$ cat config.mk
export PLATFORM = sky130hd
export DESIGN_NAME = plot_scheduler
export DESIGN_NICKNAME = d
export VERILOG_FILES = /design/src/rtl/draw_pkg.sv /design/src/rtl/plot_mux.sv /design/src/rtl/plot_scheduler.sv
export SDC_FILE = /design/constraint.sdc
export NUM_CORES = 1
export LEC_CHECK = 0
export ABC_AREA = 0
export CAP_MARGIN = 20
export CORE_MARGIN = 2
export CORE_UTILIZATION = 47
export DETAILED_ROUTE_END_ITERATION = 10
export GPL_TIMING_DRIVEN = 0
export PLACE_DENSITY = 0.85
export REMOVE_ABC_BUFFERS = 1
export SYNTH_ARGS = -nofsm -noshare
export SYNTH_HDL_FRONTEND = slang
export SYNTH_SLANG_ARGS = --single-unit
$ cat constraint.sdc
create_clock -name clk -period 4.2 [get_ports clk]
set_input_delay 0.84 -clock clk [delete_from_list [all_inputs] [get_ports clk]]
set_output_delay 0.84 -clock clk [all_outputs]
set_load 0.01 [all_outputs]
$ cat src/rtl/draw_pkg.sv
// Shared types and constants for the drawing-engine scheduler.
//   sched_state_t : scheduler FSM state encoding
//   SCREEN_W/H    : visible raster size; pixels outside it are never plotted
//   N_CLIENTS     : number of drawing engines sequenced
//   PLOT_CNT_W    : width of the forwarded-pixel counter
package draw_pkg;

    localparam int N_CLIENTS  = 3;
    localparam int SCREEN_W   = 160;
    localparam int SCREEN_H   = 120;
    localparam int PLOT_CNT_W = 15;

    localparam int X_W      = 8;
    localparam int Y_W      = 7;
    localparam int COLOUR_W = 3;
    localparam int IDX_W    = 2;

    typedef enum logic [2:0] {
        IDLE,
        SELECT,
        LAUNCH,
        WAIT_DONE,
        RELEASE,
        FINISH
    } sched_state_t;

    function automatic logic in_bounds(input logic [X_W-1:0] x, input logic [Y_W-1:0] y);
        return (x < X_W'(SCREEN_W)) && (y < Y_W'(SCREEN_H));
    endfunction

endpackage

$ cat src/rtl/plot_mux.sv
// Registered pixel multiplexer with screen-bounds check.
//   clk, rst_n        : clock, async active-low reset
//   sel               : index of the client whose pixel bus is forwarded
//   active            : forward only while high; otherwise vga_plot is forced low
//   cl_x/y/colour/plot: per-client pixel buses
//   vga_x/y/colour/plot: registered copy of the selected client's pixel
module plot_mux
    import draw_pkg::*;
(
    input  logic                                 clk,
    input  logic                                 rst_n,
    input  logic [IDX_W-1:0]                     sel,
    input  logic                                 active,
    input  logic [N_CLIENTS-1:0][X_W-1:0]        cl_x,
    input  logic [N_CLIENTS-1:0][Y_W-1:0]        cl_y,
    input  logic [N_CLIENTS-1:0][COLOUR_W-1:0]   cl_colour,
    input  logic [N_CLIENTS-1:0]                 cl_plot,
    output logic [X_W-1:0]                       vga_x,
    output logic [Y_W-1:0]                       vga_y,
    output logic [COLOUR_W-1:0]                  vga_colour,
    output logic                                 vga_plot
);

    logic [X_W-1:0]      w_x;
    logic [Y_W-1:0]      w_y;
    logic [COLOUR_W-1:0] w_colour;
    logic                w_plot;

    logic [X_W-1:0]      r_vga_x;
    logic [Y_W-1:0]      r_vga_y;
    logic [COLOUR_W-1:0] r_vga_colour;
    logic                r_vga_plot;

    assign w_x      = cl_x[sel];
    assign w_y      = cl_y[sel];
    assign w_colour = cl_colour[sel];
    // Off-screen pixels still pass their coordinates through, but never plot.
    assign w_plot   = cl_plot[sel] & in_bounds(w_x, w_y);

    always_ff @(posedge clk or negedge rst_n) begin
        if (!rst_n) begin
            r_vga_x      <= '0;
            r_vga_y      <= '0;
            r_vga_colour <= '0;
            r_vga_plot   <= 1'b0;
        end else if (active) begin
            r_vga_x      <= w_x;
            r_vga_y      <= w_y;
            r_vga_colour <= w_colour;
            r_vga_plot   <= w_plot;
        end else begin
            r_vga_plot   <= 1'b0;
        end
    end

    assign vga_x      = r_vga_x;
    assign vga_y      = r_vga_y;
    assign vga_colour = r_vga_colour;
    assign vga_plot   = r_vga_plot;

endmodule

$ cat src/rtl/plot_scheduler.sv
// Sequences up to three drawing engines in order 0,1,2 using a level
// start/done handshake, forwarding the active engine's pixels to the VGA port.
//   clk, rst_n   : clock, async active-low reset
//   start, done  : sequence request / completion (done held until start drops)
//   enable       : per-client run mask, sampled when a sequence begins
//   cl_start/cl_done : per-client handshake
//   cl_x/y/colour/plot : per-client pixel buses
//   vga_*        : forwarded pixel, one cycle latency
//   plot_count   : pixels plotted in the current or last sequence (saturating)
//
// state     | meaning
// ----------+-----------------------------------------------------------
// IDLE      | waiting for start; plot_count holds last value
// SELECT    | test en_q[idx]; skip disabled clients one per cycle
// LAUNCH    | first cycle of cl_start[idx]
// WAIT_DONE | hold cl_start[idx] until cl_done[idx]
// RELEASE   | start dropped, wait for cl_done[idx] to fall
// FINISH    | done=1 until start drops
module plot_scheduler #(
    parameter int N_CLIENTS = draw_pkg::N_CLIENTS
) (
    input  logic                                          clk,
    input  logic                                          rst_n,
    input  logic                                          start,
    input  logic [N_CLIENTS-1:0]                          enable,
    output logic                                          done,
    output logic [N_CLIENTS-1:0]                          cl_start,
    input  logic [N_CLIENTS-1:0]                          cl_done,
    input  logic [N_CLIENTS-1:0][draw_pkg::X_W-1:0]       cl_x,
    input  logic [N_CLIENTS-1:0][draw_pkg::Y_W-1:0]       cl_y,
    input  logic [N_CLIENTS-1:0][draw_pkg::COLOUR_W-1:0]  cl_colour,
    input  logic [N_CLIENTS-1:0]                          cl_plot,
    output logic [draw_pkg::X_W-1:0]                      vga_x,
    output logic [draw_pkg::Y_W-1:0]                      vga_y,
    output logic [draw_pkg::COLOUR_W-1:0]                 vga_colour,
    output logic                                          vga_plot,
    output logic [draw_pkg::PLOT_CNT_W-1:0]               plot_count
);
    import draw_pkg::*;

    sched_state_t          r_state;
    sched_state_t          w_state_nxt;
    logic [IDX_W-1:0]      r_idx;
    logic [N_CLIENTS-1:0]  r_en_q;
    logic [PLOT_CNT_W-1:0] r_plot_count;
    logic                  w_latch;
    logic                  w_idx_inc;
    logic                  w_last;
    logic                  w_active;

    assign w_last   = (r_idx == IDX_W'(N_CLIENTS - 1));
    assign w_active = (r_state == LAUNCH) || (r_state == WAIT_DONE) || (r_state == RELEASE);

    always_ff @(posedge clk or negedge rst_n) begin
        if (!rst_n) begin
            r_state <= IDLE;
        end else begin
            r_state <= w_state_nxt;
        end
    end

    always_comb begin
        w_state_nxt = r_state;
        w_latch     = 1'b0;
        w_idx_inc   = 1'b0;
        cl_start    = '0;
        done        = 1'b0;
        case (r_state)
            IDLE: begin
                if (start) begin
                    w_latch     = 1'b1;
                    w_state_nxt = SELECT;
                end
            end
            SELECT: begin
                if (r_en_q[r_idx]) begin
                    w_state_nxt = LAUNCH;
                end else if (w_last) begin
                    w_state_nxt = FINISH;
                end else begin
                    w_idx_inc = 1'b1;
                end
            end
            LAUNCH: begin
                cl_start[r_idx] = 1'b1;
                w_state_nxt     = WAIT_DONE;
            end
            WAIT_DONE: begin
                cl_start[r_idx] = 1'b1;
                if (cl_done[r_idx]) begin
                    w_state_nxt = RELEASE;
                end
            end
            RELEASE: begin
                if (!cl_done[r_idx]) begin
                    if (w_last) begin
                        w_state_nxt = FINISH;
                    end else begin
                        w_idx_inc   = 1'b1;
                        w_state_nxt = SELECT;
                    end
                end
            end
            FINISH: begin
                done = 1'b1;
                if (!start) begin
                    w_state_nxt = IDLE;
                end
            end
            default: begin
                w_state_nxt = IDLE;
            end
        endcase
    end

    always_ff @(posedge clk or negedge rst_n) begin
        if (!rst_n) begin
            r_idx  <= '0;
            r_en_q <= '0;
        end else if (w_latch) begin
            r_idx  <= '0;
            r_en_q <= enable;
        end else if (w_idx_inc) begin
            r_idx  <= r_idx + 1'b1;
        end
    end

    // Counts registered plots, so it trails vga_plot by one cycle; the
    // handshake always leaves at least that much slack before FINISH.
    always_ff @(posedge clk or negedge rst_n) begin
        if (!rst_n) begin
            r_plot_count <= '0;
        end else if (w_latch) begin
            r_plot_count <= '0;
        end else if (vga_plot && (r_plot_count != '1)) begin
            r_plot_count <= r_plot_count + 1'b1;
        end
    end

    assign plot_count = r_plot_count;

    plot_mux u_plot_mux (
        .clk        (clk),
        .rst_n      (rst_n),
        .sel        (r_idx),
        .active     (w_active),
        .cl_x       (cl_x),
        .cl_y       (cl_y),
        .cl_colour  (cl_colour),
        .cl_plot    (cl_plot),
        .vga_x      (vga_x),
        .vga_y      (vga_y),
        .vga_colour (vga_colour),
        .vga_plot   (vga_plot)
    );

endmodule

=== Word-level counts from Yosys, hierarchy flattened ===
Index checks and enable logic that the tools add are counted.

* Input port bits: 66
* Word-level logic and storage cells: 72
* Register bits after elaboration: 42

* Multiplexer cells: 35
* Reduce and logical (&&, ||, !) cells: 10
* Add/sub/neg operators: 2
* Bitwise gates (word level): 1
* Order comparisons: 4
* Equality and inequality tests: 12

{| class="wikitable"
|+ Operators by type and width
! kind !! number
|-
| $mux W15 || 2
|-
| $mux W3 || 9
|-
| $pmux W3 S6 || 1
|-
| $bmux W8 S2 || 1
|-
| $add A15 B1 Y15 const B || 1
|-
| $ne A15 B15 Y1 const B || 1
|-
| $bmux W7 S2 || 1
|-
| $mux W1 || 11
|-
| $lt A8 B8 Y1 const B || 1
|-
| $mux W8 || 1
|-
| $lt A7 B7 Y1 const B || 1
|-
| $mux W7 || 1
|-
| $bmux W1 S2 || 3
|-
| $bmux W3 S2 || 1
|-
| $eq A3 B2 Y1 const B || 2
|-
| $eq A3 B3 Y1 const B || 2
|-
| $ne A2 B2 Y1 const B || 3
|-
| $reduce_and A5 Y1 || 1
|-
| $mux W2 || 2
|-
| $reduce_bool A2 Y1 || 2
|-
| $eq A3 B1 Y1 const B || 1
|-
| $logic_and A1 B1 Y1 || 3
|-
| $logic_not A3 Y1 || 1
|-
| $lt A2 B3 Y1 const B || 1
|-
| other kinds (10) || 11
|}

=== Longest topological paths before layout ===
* Depth after elaboration: 6
* Depth in mapped cells: 8
* Depth with buffers taken out: 5

=== Modules after synthesis ===
A second synthesis with hierarchy kept.

* Cells, all modules: 257
* Area, all modules: 2416.1 µm²

{| class="wikitable"
|+ By module, submodules not included
! module !! cells an instance !! times used !! area each (µm²)
|-
| plot_scheduler || 138 || 1 || 1321.3
|-
| plot_mux || 119 || 1 || 1094.8
|}

=== Least setup slack after synthesis ===
OpenSTA, ideal clock, no wires.

* Path type: register to output
* From: register r_idx[0]
* To: output cl_start[2]
* Data required time: 3.360 ns
* Path slack: 2.032 ns
* Data arrival time: 1.328 ns
* Path buffers: 3
* Cell stages (with the launch flop): 7
* Cell sequence: dfrtp_1 -> buf_6 -> buf_8 -> buf_2 -> inv_1 -> ha_1 -> and2_1

* Word-level cells in the longest chain between the ends: 5

{| class="wikitable"
|+ Ends and longest elaborated chain
! what !! line !! source
|-
| from (decl) || plot_scheduler.sv:43 || <nowiki>logic [IDX_W-1:0] r_idx;</nowiki>
|-
| from (signal assigned) || plot_scheduler.sv:124 || <nowiki>r_idx <= r_idx + 1'b1;</nowiki>
|-
| $lt A2 B3 Y1 (not written as such) / $ge A2 B1 Y1 (equally long branches) || plot_scheduler.sv:85, plot_scheduler.sv:89 ||
|-
| $logic_and A1 B1 Y1 (not written as such) || plot_scheduler.sv:85, plot_scheduler.sv:89 ||
|-
| $mux W1 (not written as such) || plot_scheduler.sv:85, plot_scheduler.sv:89 ||
|-
| $demux W1 S2 * || plot_scheduler.sv:85, plot_scheduler.sv:89 ||
|-
| $mux W3 * || n/a ||
|-
| to (decl) || plot_scheduler.sv:27 || <nowiki>output logic [N_CLIENTS-1:0] cl_start,</nowiki>
|}

Every way passes the cells marked *; elsewhere a longest branch is shown, timed or not.

=== Worst setup path after layout ===
* From: register r_idx[1]
* To: output cl_start[0]

Same word-level chain as after synthesis.

==> flow_summary_export.csv <==
group,metric,value,unit
timing,hold_violations,0,
final_layout,final_nets,445,
global_routing,grt_pass1_wl,10900,µm
yosys,synth_xor_area_share,0,%
clocking,htree_levels,2,
yosys,synthMuxAreaShare,11.0,%
yosys,synth-simple-area-share,21.4,%
route,drtPass1Iterations,4,
clocking,cts_buffer_depth,2,
route,drt_wl_total,6610,µm
hold_path,hold_class,"input port to async pin",
clocking,post_cts_resized,0,
power,p_leak,1.56,nW
route,wire_per_inst,14.8,µm
timing,final.setup_skew,0.00601,ns
power,peakVddDrop,0.334,mV
critical_path,worst-path-buf-inv,2,
yosys,netlist.area_leader.share,41.2,%
timing,rsz0062_at_grt,"false",
yosys,async_reset_ff_share,100,%
clocking,clk_pin_slew_worst_paths,0.08,ns
placed_design,dp_hpwl,5040,µm
run,drv_cap,0,
final_layout,diodes,0,
yosys,synth_ff_type,"dfrtp_1",
critical_path,start_kind,"register",
yosys,syn_inst,277,
floorplan,die_area,6040,µm²
clocking,postCtsHoldBufs,0,
floorplan,design.core.area,5170,µm²
power,total_power,2.12,mW
final_layout,area_delta_synth_final,46.9,%
timing,final.setup.tns,0,ns
timing,setup_viol,0,
global_routing,antenna_found_initial,0,
critical_path,critPathLaunch,"r_idx[1]",
yosys,yosys-top-cells-area,"dfrtp_1 (41%), a21oi_1 (7.4%), mux2i_1 (7.1%)",
floorplan,rows,26,
clocking,clk_latency,0.30,ns
critical_path,arrival,2.23,ns
timing,min_period_over_period,73.1,%
yosys,synth_edf_count,0,
placed_design,pre_cts_ws,1.42,ns
critical_path,slowest_stage,"dfrtp_1",
clocking,cts-root-buf,"clkbuf_8",
yosys,yosysTopAreaCell,"dfrtp_1",
critical_path,crit_family,"flip-flops",
timing,max_freq,326,MHz
placed_design,placed_cells,438,
yosys,ys_warn_count,0,
global_routing,grt_max_degree,26,
yosys,synth.most_common_cell,"dfrtp_1",
route,drtIter0Drc,187,
floorplan,start_util,49.4,%
timing,final-max-slew-violation-count,0,
placed_design,portBuffers,103,
timing,tightest_slew,0.721,ns
clocking,post_cts_buffers,0,
timing,slew_headroom,51.9,%
final_layout,layout-drive-gt1-share,8.51,%
final_layout,utilization,72.5,%
critical_path,endpoint_kind,"output port",
global_routing,grt_pass1_vias,2415,
critical_path,slowest_delay,0.81,ns
timing,fin_crit,3.07,ns
yosys,synth_fa_ha_area_share,1.96,%
timing,worst_slack,1.13,ns
power,power.density,566,nW/µm²
critical_path,regToRegStartpoint,"r_idx[1]",
clocking,cts_made_buffers,5,
yosys,synth_area,2550,µm²
global_routing,grt_usage,22.5,%
yosys,yosysUniqueCellTypes,59,
critical_path,crit_fanout,21,
critical_path,cp_cell_sequence,"inv_2 > ha_1 > and2_1 > clkdlybuf4s50_1",
yosys,synth_top_family_by_area,"simple AND/OR/NAND/NOR gates",
route,drc_errors,0,
route,via_per_inst,5.60,
critical_path,worstPathRequired,3.36,ns
route,drtAntennaViolNets,0,
yosys,synth_seq_area_share,41.2,%
yosys,avgSynthCellArea,9.22,µm²
clocking,cts.sinks,42,
critical_path,r2r_setup_slack,1.84,ns
floorplan,die_h,77.7,µm
final_layout,fillCellCount,399,
floorplan,die_width,77.7,µm
final_layout,fin_cells,446,
yosys,synth_commonest_cells,"dfrtp_1 (42), nor2_1 (39), a21oi_1 (38)",
placed_design,place_congestion,0.880,
global_routing,grt-ovfl-total,0,
critical_path,path_class,"register to output port",
yosys,synth_seq_cells,42,
outcome,status,"finished, final reports clean",
yosys,synth-compound-area-share,19.7,%
route,via_count,2498,
floorplan,ioPinCount,104,
clocking,cts_tree,"built",
[path summary, 6_finish.rpt]
kind / end / cells after the start
min in group clk: r_en_q[1] / 2
max in group asynchronous: r_idx[1] / 2
hold reg to reg: r_en_q[1] / 2
hold / removal: r_state[0] / 1
setup / recovery: cl_start[0] / 4
setup reg to reg: u_plot_mux.vga_plot / 5
[sequential cells by signal, summed over array words and instances (netlist names)]
signal and cells:
r_idx 2, r_en_q 3, u_plot_mux.vga_y 7, r_state 3, u_plot_mux.vga_x 8, plot_count 15
u_plot_mux.vga_colour 3, u_plot_mux.vga_plot 1
[worst register-to-register path: stages (launching register included)]
cell	delay [ns]
dfrtp_1	0.81
nor2b_1	0.56
buf_4	0.30
a22oi_1	0.13
nor4_1	0.34
nor4bb_1	0.10
[per-stage QoR]
| step | hold slack [ns] | cell area (µm²) |
|---|---|---|
| 5_1_grt | 0.484 | 3750 |
| 2_1_floorplan | 0.445 | 2460 |
| 4_1_cts | 0.481 | 3750 |
| 3_3_place_gp | 0.457 | 3580 |
| 3_5_place_dp | 0.471 | 3640 |
| 6_report | 0.471 | 3750 |
[placed cells by master, fill, tap and decap left out, drive strengths merged, types with 2 or more instances in the layout]
master           n
and4             3
nor3             6
or3              2
nand2b           3
or2              2
a22oi            7
a41oi            2
mux2             8
ha               4
nor4bb           2
nand3            7
o21ai            7
nand2           20
inv              7
buf              5
nor2            39
dfrtp           42
clkbuf           8
nand4            5
a211oi           2
a21oi           38
nor2b            3
and3             5
o41ai            3
o311ai           3
and2             4
nand3b           3
clkdlybuf4s50  102
mux2i           18
[power by group]
group	total (mW)	switching [mW]	internal (mW)
combinational	1.11	0.523	0.588
sequential	0.701	0.157	0.544
clock	0.310	0.143	0.166
total	2.12	0.823	1.30
[routing by layer]
layer	vias up	routed length (µm)	part of all wire [%]	GRT usage [%]
li1	1204	-	-	-
met1	1181	2610	39	26.1
met2	101	3290	50	38.8
met3	12	611	9.2	8.49
met4	0	97	1.5	6.43
met5	-	0	0	0
[kinds of logic after synthesis]
logic type | Yosys count
and+or+nand+nor | 107
DFF | 42
adders and majority gates | 4
buffers and inverters | 23
AOI/OAI and AO/OA | 75
muxes | 26
[area by class of cell]
type	instances	area (µm²)	area share, %
Clock buffer	8	110	2.94
Timing Repair Buffer	107	1100	29.2
Inverter	7	26.3	0.700
Tap cell	70	87.6	2.33
Multi-Input combinational cell	212	1380	36.8
Sequential cell	42	1050	28.0
No activity file was read; power rests on OpenSTA's default activity.
